--- src/rtl/int_ctrl_if.sv ---
`default_nettype none
// ============================================================================
//  Module   : int_ctrl_if
//  Purpose  : Word-addressed register port between the bridge and int_ctrl.
//             The bridge performs the range decode. The slave decodes only
//             Addr[1:0].
//  Signals  : Addr[29:0] word address, WE write strobe, Din write data,
//             Dout combinational read data
//  Revision : 1.0  initial release
// ============================================================================
interface int_ctrl_if;
    logic [29:0] Addr;
    logic        WE;
    logic [31:0] Din;
    logic [31:0] Dout;

    modport master (output Addr, output WE, output Din, input Dout);
    modport slave  (input Addr, input WE, input Din, output Dout);
endinterface
`default_nettype wire

--- src/rtl/int_ctrl.sv ---
`default_nettype none
// ============================================================================
//  Module   : int_ctrl
//  Purpose  : Memory-mapped interrupt controller. It applies a per-source
//             level/edge mode and an enable mask. It latches edge events until
//             software clears them with W1C or EOI. It reports the
//             highest-index pending source through the ID register.
//  Ports    : clk      system clock
//             reset    asynchronous active-high reset
//             src_irq  raw interrupt requests, one bit per source
//             bus      register port (Addr/WE/Din/Dout)
//             HWInt    masked pending vector to the CPU
//             irq_any  OR of HWInt
//  Registers: 0 MODE (RW), 1 MASK (RW), 2 PEND (R/W1C), 3 ID (R, write = EOI)
//  Revision : 1.0  initial release
// ============================================================================
module int_ctrl #(
    parameter int N_SRC = 6
) (
    input  wire logic             clk,
    input  wire logic             reset,
    input  wire logic [N_SRC-1:0] src_irq,
    int_ctrl_if.slave             bus,
    output logic      [N_SRC-1:0] HWInt,
    output logic                  irq_any
);

    localparam logic [1:0] C_A_MODE = 2'd0;
    localparam logic [1:0] C_A_MASK = 2'd1;
    localparam logic [1:0] C_A_PEND = 2'd2;
    localparam logic [1:0] C_A_ID   = 2'd3;

    logic [N_SRC-1:0] mode_q, mode_d;
    logic [N_SRC-1:0] mask_q, mask_d;
    logic [N_SRC-1:0] pend_q, pend_d;
    logic [N_SRC-1:0] src_q;

    logic [N_SRC-1:0] hit_w;
    logic             valid_w;
    logic [2:0]       idx_w;
    logic [N_SRC-1:0] rise_w;
    logic [N_SRC-1:0] clr_w;
    logic             we_mode_w, we_mask_w, we_pend_w, we_id_w;

    assign hit_w   = pend_q & mask_q;
    assign valid_w = |hit_w;
    assign rise_w  = src_irq & ~src_q;

    assign we_mode_w = bus.WE && (bus.Addr[1:0] == C_A_MODE);
    assign we_mask_w = bus.WE && (bus.Addr[1:0] == C_A_MASK);
    assign we_pend_w = bus.WE && (bus.Addr[1:0] == C_A_PEND);
    assign we_id_w   = bus.WE && (bus.Addr[1:0] == C_A_ID);

    // The ascending scan lets a higher index overwrite a lower one, so the
    // highest set index wins.
    always_comb begin
        idx_w = 3'd0;
        for (int i = 0; i < N_SRC; i++) begin
            if (hit_w[i]) idx_w = 3'(i);
        end
    end

    // Clear requests come from W1C data or from the EOI of the reported source.
    // Level-mode bits ignore clr, because they follow the source directly.
    always_comb begin
        clr_w = '0;
        if (we_pend_w) clr_w = clr_w | bus.Din[N_SRC-1:0];
        if (we_id_w && valid_w) clr_w = clr_w | (N_SRC'(1) << idx_w);
    end

    assign mode_d = we_mode_w ? bus.Din[N_SRC-1:0] : mode_q;
    assign mask_d = we_mask_w ? bus.Din[N_SRC-1:0] : mask_q;

    // The next-state logic uses the MODE value held before this cycle's write.
    // A rise wins over a clear, so a new event is never lost.
    generate
        for (genvar gi = 0; gi < N_SRC; gi++) begin : g_pend
            assign pend_d[gi] = mode_q[gi] ? (rise_w[gi] | (pend_q[gi] & ~clr_w[gi]))
                                           : src_irq[gi];
        end
    endgenerate

    always_ff @(posedge clk or posedge reset) begin
        if (reset) begin
            mode_q <= '0;
            mask_q <= '1;
            pend_q <= '0;
            src_q  <= '0;
        end else begin
            mode_q <= mode_d;
            mask_q <= mask_d;
            pend_q <= pend_d;
            src_q  <= src_irq;
        end
    end

    always_comb begin
        bus.Dout = 32'd0;
        case (bus.Addr[1:0])
            C_A_MODE: bus.Dout = {{(32-N_SRC){1'b0}}, mode_q};
            C_A_MASK: bus.Dout = {{(32-N_SRC){1'b0}}, mask_q};
            C_A_PEND: bus.Dout = {{(32-N_SRC){1'b0}}, pend_q};
            C_A_ID:   bus.Dout = {valid_w, 28'd0, idx_w};
            default:  bus.Dout = 32'd0;
        endcase
    end

    assign HWInt   = hit_w;
    assign irq_any = valid_w;

endmodule
`default_nettype wire

--- src/flat_wrapper.sv ---
// flat-port wrapper written by rule: the top's interface ports become plain ports
module int_ctrl_flat 
#(
    parameter int N_SRC = 6
)
  (clk, reset, src_irq, HWInt, irq_any, bus_Addr, bus_WE, bus_Din, bus_Dout);
  int_ctrl_if bus_i ();
  input  wire logic clk;
  input  wire logic reset;
  input  wire logic [N_SRC-1:0] src_irq;
  output logic      [N_SRC-1:0] HWInt;
  output logic irq_any;
  input wire logic [$bits(bus_i.Addr)-1:0] bus_Addr;
  input wire logic [$bits(bus_i.WE)-1:0] bus_WE;
  input wire logic [$bits(bus_i.Din)-1:0] bus_Din;
  output wire logic [$bits(bus_i.Dout)-1:0] bus_Dout;
  assign bus_i.Addr = bus_Addr;
  assign bus_i.WE = bus_WE;
  assign bus_i.Din = bus_Din;
  assign bus_Dout = bus_i.Dout;
  int_ctrl #(.N_SRC(N_SRC)) u_core (.clk(clk), .reset(reset), .src_irq(src_irq), .bus(bus_i), .HWInt(HWInt), .irq_any(irq_any));
endmodule
--- config.mk ---
export PLATFORM = sky130hd
export DESIGN_NAME = int_ctrl_flat
export DESIGN_NICKNAME = d
export VERILOG_FILES = /design/src/rtl/int_ctrl_if.sv /design/src/rtl/int_ctrl.sv /design/src/flat_wrapper.sv
export SDC_FILE = /design/constraint.sdc
export NUM_CORES = 1
export LEC_CHECK = 0
export CORE_UTILIZATION = 30
export CTS_BUF_LIST = sky130_fd_sc_hd__clkbuf_8
export DETAILED_ROUTE_END_ITERATION = 6
export HOLD_SLACK_MARGIN = 0.1
export PLACE_DENSITY = 0.77
export SYNTH_ARGS = -nofsm -noshare
export SYNTH_HDL_FRONTEND = slang
export SYNTH_SLANG_ARGS = --single-unit
--- constraint.sdc ---
create_clock -name clk -period 1.7 [get_ports clk]
set_input_delay 0.255 -clock clk [delete_from_list [all_inputs] [get_ports clk]]
set_output_delay 0.255 -clock clk [all_outputs]
set_load 0.005 [all_outputs]
Yosys cells after proc, flatten, opt, wreduce, memory -nomap -nowiden --
Cells that the tools add are included.
Word-level totals: bits in registers 24, latch bits 0, bits in writable memories 0, memory bits (read-only) 0, input port bits 71, word-level logic and storage cells 51, memories 0
Cells by class: $add $sub $neg 0, multiply operators 0, divide/modulo/power cells 0, magnitude comparators 0, equal/unequal tests 3, shift-type cells 1, muxes and demuxes 14, bitwise operators 22, reduce and logical (&&, ||, !) cells 7
Operators by type and width (count):
- case mux 32 bit (4 select lines) | 1
- bitwise AND 6 bit | 2
- two-way mux 3 bit | 4
- two-way mux 6 bit | 2
- two-way mux 1 bit | 7
- bitwise AND 1 bit | 6
- NOT 1 bit | 6
- NOT 6 bit | 1
- OR 1 bit | 6
- OR 6 bit | 1
- OR reduction 6 bit | 1
- << shifter 1 x 3 -> 6 bit (first input constant) | 1
- logical AND 1 bit | 5
- equality test 2 bit (second input constant) | 2
- equality test 2 x 1 -> 1 bit (second input constant) | 1
- logical NOT 2 bit | 1

Logic depth before layout (Yosys ltp) --
depth after elaboration 13, mapped depth 5, mapped depth without buffers 5

Least setup slack after synthesis --
OpenSTA, ideal clock, no wires.
path type flip-flop to output port, from reg u_core.pend_q[4], to out bus_Dout[31], arrival 1.456 ns, data required time 1.445 ns, path slack -0.011 ns, cell stages (with the launch flop) 5, buffers on the path 0, cells stage by stage dfrtp_1 -> and2_4 -> or2_1 -> or4_4 -> and3_1
Between the ends: longest elaborated chain between the ends 3
Ends and longest elaborated chain:
- from (decl) | line int_ctrl.sv:35 | logic [N_SRC-1:0] pend_q, pend_d;
- from (signal assigned) | line int_ctrl.sv:92 | pend_q <= pend_d;
- bitwise AND 6 bit | line int_ctrl.sv:45 | assign hit_w = pend_q & mask_q;
- named net HWInt[4] | line flat_wrapper.sv:11 | output logic [N_SRC-1:0] HWInt;
- OR reduction 6 bit | line int_ctrl.sv:46 | assign valid_w = |hit_w;
- named net irq_any | line flat_wrapper.sv:12 | output logic irq_any;
- case mux 32 bit (4 select lines) | line int_ctrl.sv:99 | case (bus.Addr[1:0])
- to (decl) | line flat_wrapper.sv:16 | output wire logic [$bits(bus_i.Dout)-1:0] bus_Dout;
The timed path passes the listed nets, and every way through them passes these cells. The select of a mux whose other input is x is not followed.

Worst setup path after layout --
from reg u_core.pend_q[4], to out bus_Dout[31]
Between the ends: longest elaborated chain between the ends 3
Ends and longest elaborated chain (line):
- bitwise AND 6 bit | int_ctrl.sv:45
- OR reduction 6 bit | int_ctrl.sv:46
- case mux 32 bit (4 select lines) | int_ctrl.sv:99
No other way between the ends. The select of a mux whose other input is x is not followed.

==> impl_metrics.env <==
export IMPL_synthSimpleGateAreaFrac_pct=15.1
export IMPL_routed_wl_mm=3.26
export IMPL_utilization_pct=44.6
export IMPL_drv_cap=0
export IMPL_synth_top_family_by_area="buffers and inverters"
export IMPL_start_util_pct=31.7
export IMPL_cts_made_buffers=3
export IMPL_syn_area_per_cell_um2=10.1
export IMPL_layout_drive_gt1_share_pct=39.2
export IMPL_failed_checks="negative setup slack"
export IMPL_first_global_vias=1114
export IMPL_yosys_register_bits=24
export IMPL_cts_buffer_depth=2
export IMPL_irDropWorstVdd_uv=374
export IMPL_routed_via_count=1190
export IMPL_row_count=24
export IMPL_gp_congestion=0.896
export IMPL_instances_no_fill=256
export IMPL_synth_fa_ha_area_share_pct=0
export IMPL_vias_per_cell=4.65
export IMPL_cts_sinks=24
export IMPL_hold_ws_ns=0.323
export IMPL_synth_mux_area_share_pct=15.3
export IMPL_leakage_nw=0.962
export IMPL_period_needed_ns=2.04
export IMPL_ys_seq_area_share_pct=43.5
export IMPL_fin_worst_skew_ns=0.00496
export IMPL_cp_end_kind="output pin"
export IMPL_synthesis_area_um2=1400
export IMPL_setup_viol=5
export IMPL_layout_setup_ws_ns=-0.341
export IMPL_required_ns=1.44
export IMPL_hold_class="primary input to asynchronous set/reset pin"
export IMPL_rsz0062_at_grt="true"
export IMPL_path_clk_slew_ns=0.08
export IMPL_postRouteAntennaNets=0
export IMPL_fp_dieH_um=70.3
export IMPL_core_um2=4410
export IMPL_critical_path_startpoint="u_core.pend_q[4]"
export IMPL_drc=0
export IMPL_grt_first_pass_wirelength_mm=5.55
export IMPL_r2r_start="u_core.mask_q[2]"
export IMPL_grt_antenna_before_repair=0
export IMPL_power_density_nw_per_um2=935
export IMPL_clk_latency_ns=0.26
export IMPL_wire_per_inst_um=12.7
export IMPL_worstPathMaxFanout=3
export IMPL_synth_xor_xnor_area_share_pct=0
export IMPL_die_w_um=70.3
export IMPL_fmax_mhz=490
export IMPL_synth_compound_area_share_pct=9.93
export IMPL_drv_slew=0
export IMPL_yosys_warnings=0
export IMPL_drt_iter0_drc=94
export IMPL_grt_max_degree=25
export IMPL_finalCritPeriodShare_pct=120
export IMPL_dp_hpwl_mm=2.57
export IMPL_grt_usage_pct=14.6
export IMPL_die_area_um2=4940
export IMPL_hold_viol=0
export IMPL_port_buffers=30
export IMPL_grt_overflow=0
export IMPL_clock_root_buffer="clkbuf_8"
export IMPL_cts_hold_buf=0
export IMPL_area_growth_pct=40.8
export IMPL_nNetsFinal=276
export IMPL_first_pass_iters=4
export IMPL_diodes=0
export IMPL_worst_setup_path_type="flop to output pin"
export IMPL_dp_cells=245
export IMPL_status="finished, violations left"
export IMPL_arrival_ns=1.79
export IMPL_h_tree_depth=1
export IMPL_ios=110
export IMPL_cts_tree="built"
export IMPL_startpoint_type="flop"
export IMPL_syn_inst=138
export IMPL_ys_types=37
==> path summary, 6_finish.rpt <==
kind	to	slack, ns	cells past startpoint
max	bus_Dout[31]	-0.34	5
min	u_core.mode_q[5]	0.32	3
max reg2reg	u_core.pend_q[3]	0.09	6
min reg2reg	u_core.pend_q[0]	0.51	3
max in group asynchronous	u_core.mask_q[2]	1.09	3
min in group clk	u_core.src_q[4]	0.47	1
==> power by group <==
group          leakage [nW]  internal [mW]  switching (mW)  total [mW]
logic                 0.660          0.431           0.281       0.711
clock network        0.0288          0.207           0.172       0.378
registers             0.273          0.679          0.0727       0.751
==> placed cells by master, fill, tap and decap left out, types with 2 or more instances in the layout <==
cell type	count
buf_4	34
conb_1	25
nand2_1	22
dfrtp_1	18
clkdlybuf4s50_1	15
mux2_2	12
dlygate4sd2_1	7
dfstp_2	6
o21ai_0	5
buf_2	5
clkbuf_8	4
inv_2	3
nor2_1	3
inv_1	3
mux2i_1	3
a22oi_1	3
buf_6	3
and2_4	2
nor2b_1	2
a21oi_1	2
mux4_2	2
and3_1	2
nand3_1	2
a32o_1	2
clkbuf_2	2
==> state kept, by name, summed over array words and instances, names as in the netlist <==
| name | flops |
|---|---|
| u_core.src_q | 6 |
| u_core.mode_q | 6 |
| u_core.pend_q | 6 |
| u_core.mask_q | 6 |
==> timing repair <==
| action | CTS | global route |
|---|---|---|
| buffers inserted | 4 | 3 |
| endpoints found under the setup margin | 14 | 8 |
| gates cloned | 0 | 0 |
| resized for setup | 44 | 5 |
| pin swaps | 7 | 5 |
==> cell type report <==
type / count / area [um^2]
Inverter: 6 / 22.5
Fill cell: 431 / 2440
Timing Repair Buffer: 66 / 536
Clock buffer: 4 / 55.1
Sequential cell: 24 / 608
Tap cell: 52 / 65.1
Multi-Input combinational cell: 104 / 683
==> through the flow <==
| step | worst slack (ns) | setup TNS (ns) | cell area, um^2 | power, mW |
|---|---|---|---|---|
| finish | -0.341 | -1.40 | 1970 | 1.84 |
| CTS | -0.387 | -1.51 | 1960 | 1.85 |
| floorplan | 0.0255 | 0 | 1490 | 1.08 |
| global route | -0.400 | -1.73 | 1970 | 1.97 |
| detailed placement | -0.484 | -4.31 | 1880 | 1.44 |
| global placement | -0.423 | -3.73 | 1880 | 1.42 |
==> cells by family after synthesis <==
kind of cell | count (synthesis)
multiplexers | 17
other | 1
flip-flops | 24
AO/OA/AOI/OAI | 19
AND/OR/NAND/NOR | 43
buffers and inverters | 34
==> routing by layer <==
layer  up-vias  track usage, %  routed length, um
met2        60            20.8               1480
met4         0            7.56                 81
met5         -               0                  0
met3         6            2.60                215
li1        567               -                  -
met1       557            21.0               1480
==> critical path, stage by stage, from the launching register on <==
cell and delay, ns:
dfrtp_1 0.38, and2_4 0.14, or2_4 0.26, or4_4 0.48
and3_4 0.16, buf_6 0.11
==> Yosys cell counts <==
library cell | number | area share, %
a211oi_1 | 1 | 0.54
a21oi_1 | 2 | 0.72
a221o_1 | 1 | 0.72
a221oi_1 | 1 | 0.63
a22o_1 | 1 | 0.63
a22oi_1 | 3 | 1.6
a32o_1 | 2 | 1.4
a32oi_1 | 1 | 0.63
and2_1 | 2 | 0.89
and2_4 | 1 | 0.63
and3_1 | 3 | 1.3
and3b_1 | 1 | 0.63
buf_2 | 1 | 0.36
buf_4 | 25 | 13
clkbuf_1 | 2 | 0.54
conb_1 | 1 | 0.27
dfrtp_1 | 18 | 32
dfstp_2 | 6 | 11
inv_1 | 5 | 1.3
inv_2 | 1 | 0.27
mux2_2 | 12 | 9.7
mux2i_1 | 3 | 2.1
mux4_1 | 1 | 1.9
mux4_2 | 1 | 1.6
nand2_1 | 23 | 6.2
nand2_2 | 1 | 0.45
nand3_1 | 2 | 0.72
nand4_1 | 1 | 0.45
nor2_1 | 3 | 0.80
nor2b_1 | 2 | 0.89
nor3_1 | 1 | 0.36
nor3b_1 | 1 | 0.54
o2111ai_1 | 1 | 0.63
o21ai_0 | 5 | 1.8
o41ai_1 | 1 | 0.63
or2_1 | 1 | 0.45
or4_4 | 1 | 0.80
(Power assumes the default switching activity.)
